===== src/rtl/countdown_timer_if.sv =====
// Control/data bundle between the watch timer-mode controller and countdown_timer.
// No latency of its own; pure wiring.
// No backpressure: commands are single-cycle pulses sampled every clk.
interface countdown_timer_if;
  logic       tick;
  logic       load;
  logic       start;
  logic       stop;
  logic       clear;
  logic [2:0] set_min_t;
  logic [3:0] set_min_u;
  logic [2:0] set_sec_t;
  logic [3:0] set_sec_u;
  logic [2:0] min_t;
  logic [3:0] min_u;
  logic [2:0] sec_t;
  logic [3:0] sec_u;
  logic       running;
  logic       done;
  logic       alarm;

  // Controller side: issues commands and preset digits, observes the count.
  modport master (
    output tick, load, start, stop, clear,
    output set_min_t, set_min_u, set_sec_t, set_sec_u,
    input  min_t, min_u, sec_t, sec_u, running, done, alarm
  );

  // Timer side.
  modport slave (
    input  tick, load, start, stop, clear,
    input  set_min_t, set_min_u, set_sec_t, set_sec_u,
    output min_t, min_u, sec_t, sec_u, running, done, alarm
  );
endinterface


===== src/rtl/countdown_timer.sv =====
// MM:SS BCD countdown timer with registered done pulse and tick-bounded alarm.
// Latency: every command/tick is visible on outputs one clk after it is sampled.
// No backpressure: commands are pulses acted on once per cycle high.
module countdown_timer #(
  parameter int unsigned ALARM_TICKS = 10
) (
  input  logic              clk,
  input  logic              rst,
  countdown_timer_if.slave  bus
);

  typedef enum logic [1:0] {S_IDLE, S_RUN, S_PAUSE, S_ALARM} state_t;

  localparam logic [7:0] ALARM_LIM = ALARM_TICKS[7:0];

  state_t     state_q, state_d;
  logic [2:0] min_t_q, min_t_d;
  logic [3:0] min_u_q, min_u_d;
  logic [2:0] sec_t_q, sec_t_d;
  logic [3:0] sec_u_q, sec_u_d;
  logic [7:0] acnt_q, acnt_d;
  logic       running_q, running_d;
  logic       done_q, done_d;
  logic       alarm_q, alarm_d;

  logic [2:0] dec_min_t;
  logic [3:0] dec_min_u;
  logic [2:0] dec_sec_t;
  logic [3:0] dec_sec_u;
  logic       cnt_zero;
  logic       cnt_one;
  logic [7:0] acnt_inc;

  // One-second borrow chain: each digit wraps and borrows only when its lower neighbour did.
  always_comb begin
    dec_sec_u = (sec_u_q == 4'd0) ? 4'd9 : sec_u_q - 4'd1;
    dec_sec_t = sec_t_q;
    dec_min_u = min_u_q;
    dec_min_t = min_t_q;
    if (sec_u_q == 4'd0) begin
      dec_sec_t = (sec_t_q == 3'd0) ? 3'd5 : sec_t_q - 3'd1;
      if (sec_t_q == 3'd0) begin
        dec_min_u = (min_u_q == 4'd0) ? 4'd9 : min_u_q - 4'd1;
        if (min_u_q == 4'd0) begin
          dec_min_t = min_t_q - 3'd1;
        end
      end
    end
  end

  assign cnt_zero = (min_t_q == 3'd0) && (min_u_q == 4'd0) && (sec_t_q == 3'd0) && (sec_u_q == 4'd0);
  assign cnt_one  = (min_t_q == 3'd0) && (min_u_q == 4'd0) && (sec_t_q == 3'd0) && (sec_u_q == 4'd1);
  assign acnt_inc = acnt_q + 8'd1;

  // Next-state and next-output logic; clear overrides everything, then stop > start > load.
  always_comb begin
    state_d = state_q;
    min_t_d = min_t_q;
    min_u_d = min_u_q;
    sec_t_d = sec_t_q;
    sec_u_d = sec_u_q;
    acnt_d  = acnt_q;
    done_d  = 1'b0;

    if (bus.clear) begin
      state_d = S_IDLE;
      min_t_d = 3'd0;
      min_u_d = 4'd0;
      sec_t_d = 3'd0;
      sec_u_d = 4'd0;
    end else begin
      case (state_q)
        S_IDLE: begin
          if (bus.stop) begin
            state_d = S_IDLE;
          end else if (bus.start) begin
            if (!cnt_zero) state_d = S_RUN;
          end else if (bus.load) begin
            min_t_d = (bus.set_min_t > 3'd5) ? 3'd5 : bus.set_min_t;
            min_u_d = (bus.set_min_u > 4'd9) ? 4'd9 : bus.set_min_u;
            sec_t_d = (bus.set_sec_t > 3'd5) ? 3'd5 : bus.set_sec_t;
            sec_u_d = (bus.set_sec_u > 4'd9) ? 4'd9 : bus.set_sec_u;
          end
        end
        S_RUN: begin
          if (bus.tick) begin
            min_t_d = dec_min_t;
            min_u_d = dec_min_u;
            sec_t_d = dec_sec_t;
            sec_u_d = dec_sec_u;
          end
          // Reaching 00:00 always expires, even with a coincident stop: pausing at zero is meaningless.
          if (bus.tick && cnt_one) begin
            state_d = S_ALARM;
            done_d  = 1'b1;
            acnt_d  = 8'd0;
          end else if (bus.stop) begin
            state_d = S_PAUSE;
          end
        end
        S_PAUSE: begin
          if (!bus.stop && bus.start) state_d = S_RUN;
        end
        S_ALARM: begin
          if (bus.stop || bus.start) begin
            state_d = S_IDLE;
          end else if (bus.tick) begin
            acnt_d = acnt_inc;
            if (acnt_inc == ALARM_LIM) state_d = S_IDLE;
          end
        end
        default: state_d = S_IDLE;
      endcase
    end

    running_d = (state_d == S_RUN);
    alarm_d   = (state_d == S_ALARM);
  end

  // State, count and flag registers with asynchronous reset.
  always_ff @(posedge clk or posedge rst) begin
    if (rst) begin
      state_q   <= S_IDLE;
      min_t_q   <= 3'd0;
      min_u_q   <= 4'd0;
      sec_t_q   <= 3'd0;
      sec_u_q   <= 4'd0;
      acnt_q    <= 8'd0;
      running_q <= 1'b0;
      done_q    <= 1'b0;
      alarm_q   <= 1'b0;
    end else begin
      state_q   <= state_d;
      min_t_q   <= min_t_d;
      min_u_q   <= min_u_d;
      sec_t_q   <= sec_t_d;
      sec_u_q   <= sec_u_d;
      acnt_q    <= acnt_d;
      running_q <= running_d;
      done_q    <= done_d;
      alarm_q   <= alarm_d;
    end
  end

  assign bus.min_t   = min_t_q;
  assign bus.min_u   = min_u_q;
  assign bus.sec_t   = sec_t_q;
  assign bus.sec_u   = sec_u_q;
  assign bus.running = running_q;
  assign bus.done    = done_q;
  assign bus.alarm   = alarm_q;

endmodule


===== src/flat_wrapper.sv =====
// flat-port wrapper written by rule: the top's interface ports become plain ports
module countdown_timer_flat 
#(
  parameter int unsigned ALARM_TICKS = 10
)
  (clk, rst, bus_tick, bus_load, bus_start, bus_stop, bus_clear, bus_set_min_t, bus_set_min_u, bus_set_sec_t, bus_set_sec_u, bus_min_t, bus_min_u, bus_sec_t, bus_sec_u, bus_running, bus_done, bus_alarm);
  countdown_timer_if bus_i ();
  input  logic clk;
  input  logic rst;
  input wire logic [$bits(bus_i.tick)-1:0] bus_tick;
  input wire logic [$bits(bus_i.load)-1:0] bus_load;
  input wire logic [$bits(bus_i.start)-1:0] bus_start;
  input wire logic [$bits(bus_i.stop)-1:0] bus_stop;
  input wire logic [$bits(bus_i.clear)-1:0] bus_clear;
  input wire logic [$bits(bus_i.set_min_t)-1:0] bus_set_min_t;
  input wire logic [$bits(bus_i.set_min_u)-1:0] bus_set_min_u;
  input wire logic [$bits(bus_i.set_sec_t)-1:0] bus_set_sec_t;
  input wire logic [$bits(bus_i.set_sec_u)-1:0] bus_set_sec_u;
  output wire logic [$bits(bus_i.min_t)-1:0] bus_min_t;
  output wire logic [$bits(bus_i.min_u)-1:0] bus_min_u;
  output wire logic [$bits(bus_i.sec_t)-1:0] bus_sec_t;
  output wire logic [$bits(bus_i.sec_u)-1:0] bus_sec_u;
  output wire logic [$bits(bus_i.running)-1:0] bus_running;
  output wire logic [$bits(bus_i.done)-1:0] bus_done;
  output wire logic [$bits(bus_i.alarm)-1:0] bus_alarm;
  assign bus_i.tick = bus_tick;
  assign bus_i.load = bus_load;
  assign bus_i.start = bus_start;
  assign bus_i.stop = bus_stop;
  assign bus_i.clear = bus_clear;
  assign bus_i.set_min_t = bus_set_min_t;
  assign bus_i.set_min_u = bus_set_min_u;
  assign bus_i.set_sec_t = bus_set_sec_t;
  assign bus_i.set_sec_u = bus_set_sec_u;
  assign bus_min_t = bus_i.min_t;
  assign bus_min_u = bus_i.min_u;
  assign bus_sec_t = bus_i.sec_t;
  assign bus_sec_u = bus_i.sec_u;
  assign bus_running = bus_i.running;
  assign bus_done = bus_i.done;
  assign bus_alarm = bus_i.alarm;
  countdown_timer #(.ALARM_TICKS(ALARM_TICKS)) u_core (.clk(clk), .rst(rst), .bus(bus_i));
endmodule

===== config.mk =====
export PLATFORM = sky130hd
export DESIGN_NAME = countdown_timer_flat
export DESIGN_NICKNAME = d
export VERILOG_FILES = /design/src/rtl/countdown_timer_if.sv /design/src/rtl/countdown_timer.sv /design/src/flat_wrapper.sv
export SDC_FILE = /design/constraint.sdc
export NUM_CORES = 1
export LEC_CHECK = 0
export ABC_AREA = 1
export CAP_MARGIN = 40
export CORE_AREA = 2 2 80 82
export CTS_CLUSTER_SIZE = 14
export DETAILED_ROUTE_END_ITERATION = 8
export DIE_AREA = 0 0 82 84
export PLACE_DENSITY = 0.64
export SYNTH_ARGS = -nofsm -noshare
export SYNTH_HDL_FRONTEND = slang
export SYNTH_SLANG_ARGS = --single-unit

===== constraint.sdc =====
create_clock -name clk -period 5.2 [get_ports clk]
set_clock_uncertainty 0.2 [all_clocks]
set_input_delay 1.56 -clock clk [delete_from_list [all_inputs] [get_ports clk]]
set_output_delay 1.56 -clock clk [all_outputs]
set_load 0.05 [all_outputs]

==> flow_summary.ini <==
[status]
status = finished clean

[routing]
vias = 1753
first_iter_violations = 111
ant_nets = 0
vias_per_cell = 4.80
wirelength_um = 4350
firstDrtPassIters = 4
remaining_drc_errors = 0
routedWlPerCell_um = 11.9

[yosys]
mappedNetlistArea_um2 = 1800
synth_area_leaders = dfrtp_1 38%, nand2_1 13%, inv_1 8.6%
yosysSeqAreaShare_pct = 37.6
avgSynthCellArea_um2 = 7.24
yosysUniqueCellTypes = 31
ys_ff_latch = 27
synth-edff-count = 0
ys.flop_type = dfrtp_1
synthArstFlopShare_pct = 100
yosysTopAreaCell = dfrtp_1
ys_warn_count = 0
synth_top_area_share_pct = 37.6
syn_inst = 248
synth_nets = 278

[global_routing]
grt-ovfl-total = 0
grt_pass1_vias = 1702
grt_max_degree = 17
grt.total_usage_pct = 13.4
antenna_found_initial = 0
grt_first_pass_wirelength_um = 7400

[placed_design]
io_buffers = 37
dp_hpwl_um = 3400
place_area_um2 = 2280
pre_cts_ws_ns = 1.67
place.gp.congestion = 0.811

[timing]
worst_pin_slew_ns = 0.617
hold_viol = 0
whs_ns = 0.327
period_needed_ns = 3.29
finalWorstSetupSlack_ns = 1.91
max_freq_mhz = 304
fin_tns_setup_ns = 0
rsz0062_at_grt = false
finalCritPeriodShare_pct = 63.3
finalSetupViolCount = 0
slew_headroom_pct = 58.8
final_max_slew_viol_count = 0

[finish]
nets = 319
area_growth_pct = 29.7
final_core_util_pct = 38.2
drive_gt1_share_pct = 6.25
antennaDiodeCount = 0
final_area_um2 = 2330
fillerInstances = 646

[floorplan]
dieArea_um2 = 6890
fp.dieW_um = 82
die_height_um = 84
io_pins = 38
core_um2 = 6100
start_util_pct = 29.5
core.rowCount = 29

[power]
peakVddDrop_uv = 156
powerDensity_nw_per_um2 = 278
leakage_nw = 1.03

[worst_hold_path]
worst_hold_path_type = flop to flop
worstHoldStart = u_core.bus.min_u[3]$_DFFE_PP0P_

[clock_tree]
ctsResizeCount = 0
ctsHoldBuffers = 0
cts_max_path_buffers = 2
cts-buffers-inserted = 3
htreeDepth = 1
cts.sinks = 27
cts_setup_buffers = 0
cts_tree = yes
cts.clk_slew.worst_paths_ns = 0.10
insertion_delay_ns = 0.28
root_buffer = clkbuf_8

[setup_path]
timing.rr.end = u_core.acnt_q[4]$_DFFE_PP0P_
criticalPathCategory = flop to output pin
worst_r2r_path_depth = 10
worstSetupEndpoint = bus_sec_u[2]
slowest_stage = clkdlybuf4s50_1
startpoint_type = flop
crit_family = buffers and inverters
cp.arrival_ns = 1.53
end_kind = output pin
slowest_delay_ns = 0.83
reg2reg_slack_ns = 3.15
r2r_start = u_core.bus.min_t[0]$_DFFE_PP0P_
crit_buf_inv = 1
path_max_fanout = 4
path_cells = clkdlybuf4s50_1
cp_num_cells = 1
cp-startpoint = u_core.bus.sec_u[2]$_DFFE_PP0P_
required_ns = 3.44

[run]
drv_cap = 0
## synthesized netlist by cell type (3+ instances only)
| master | instances |
|---|---|
| ha_1 | 9 |
| nor3_1 | 4 |
| nor2_1 | 21 |
| dfrtp_1 | 27 |
| nand4_1 | 3 |
| inv_1 | 41 |
| o21ai_0 | 27 |
| nand3_1 | 14 |
| nand2_1 | 60 |
| o211ai_1 | 3 |
| nand2_4 | 4 |
| a21oi_1 | 10 |
## report_power, final
part	total [mW]	switching [mW]	internal, mW
sequential	0.254	0.0217	0.232
combinational	0.269	0.174	0.0954
clock	0.124	0.0697	0.0545
## flip-flops by register name, summed over array words and instances (netlist names)
register            cells
u_core.acnt_q           8
u_core.bus.alarm        1
u_core.bus.done         1
u_core.bus.min_t        3
u_core.bus.min_u        4
u_core.bus.running      1
u_core.bus.sec_t        3
u_core.bus.sec_u        4
u_core.state_q          2
## kinds of logic after synthesis
| family | Yosys count | share of synthesized area [%] |
|---|---|---|
| flip-flops | 27 | 37.6 |
| XOR/XNOR | 1 | 0.488 |
| AO/OA/AOI/OAI | 53 | 18.0 |
| adder cells (fa/ha/maj) | 9 | 6.27 |
| buffers and inverters | 46 | 9.82 |
| AND/OR/NAND/NOR | 112 | 27.9 |
## cells in the final DEF, fill, tap and decap left out, types with 4 or more instances in the layout
master / netlist / routed
clkdlybuf4s50_1: 0 / 37
nor3_1: 4 / 4
a21oi_1: 10 / 10
nand2_1: 60 / 60
nand2_4: 4 / 4
o21ai_0: 27 / 27
nand3_1: 14 / 14
inv_1: 41 / 41
nor2_1: 21 / 21
dfrtp_1: 27 / 27
ha_1: 9 / 9
## per-stage QoR
step / power (mW) / std cells
floorplan: 0.436 / 248
global placement: 0.522 / 360
detailed placement: 0.527 / 361
CTS: 0.654 / 365
global route: 0.691 / 365
finish: 0.647 / 365
## final cells by class
cell class	instances	area [um^2]	area share, %
clock inverters	1	7.51	0.322
inverters	44	166	7.14
flip-flops and latches	27	676	29.0
well taps	77	96.3	4.14
multi-input cells	175	945	40.5
repair buffers	38	398	17.1
clock buffers	3	41.3	1.77
## layer usage
| metal | up-vias | part of all wire, % | GRT usage (%) |
|---|---|---|---|
| met5 | - | 0 | 0 |
| li1 | 886 | - | - |
| met3 | 4 | 5.4 | 2.92 |
| met2 | 40 | 50 | 24.0 |
| met1 | 823 | 44 | 16.5 |
| met4 | 0 | 0.53 | 1.82 |
## worst min path at each step
stage	end	slack (ns)	cells after the start
2_1_floorplan	u_core.acnt_q[7]$_DFFE_PP0P_	0.27	2
3_3_place_gp	u_core.acnt_q[7]$_DFFE_PP0P_	0.30	2
3_5_place_dp	u_core.bus.min_u[3]$_DFFE_PP0P_	0.31	2
4_1_cts	u_core.bus.min_u[3]$_DFFE_PP0P_	0.33	2
5_1_grt	u_core.bus.min_u[3]$_DFFE_PP0P_	0.39	2
6_report	u_core.bus.min_u[3]$_DFFE_PP0P_	0.33	2
Note: power is estimated with default switching activity, not from simulation.
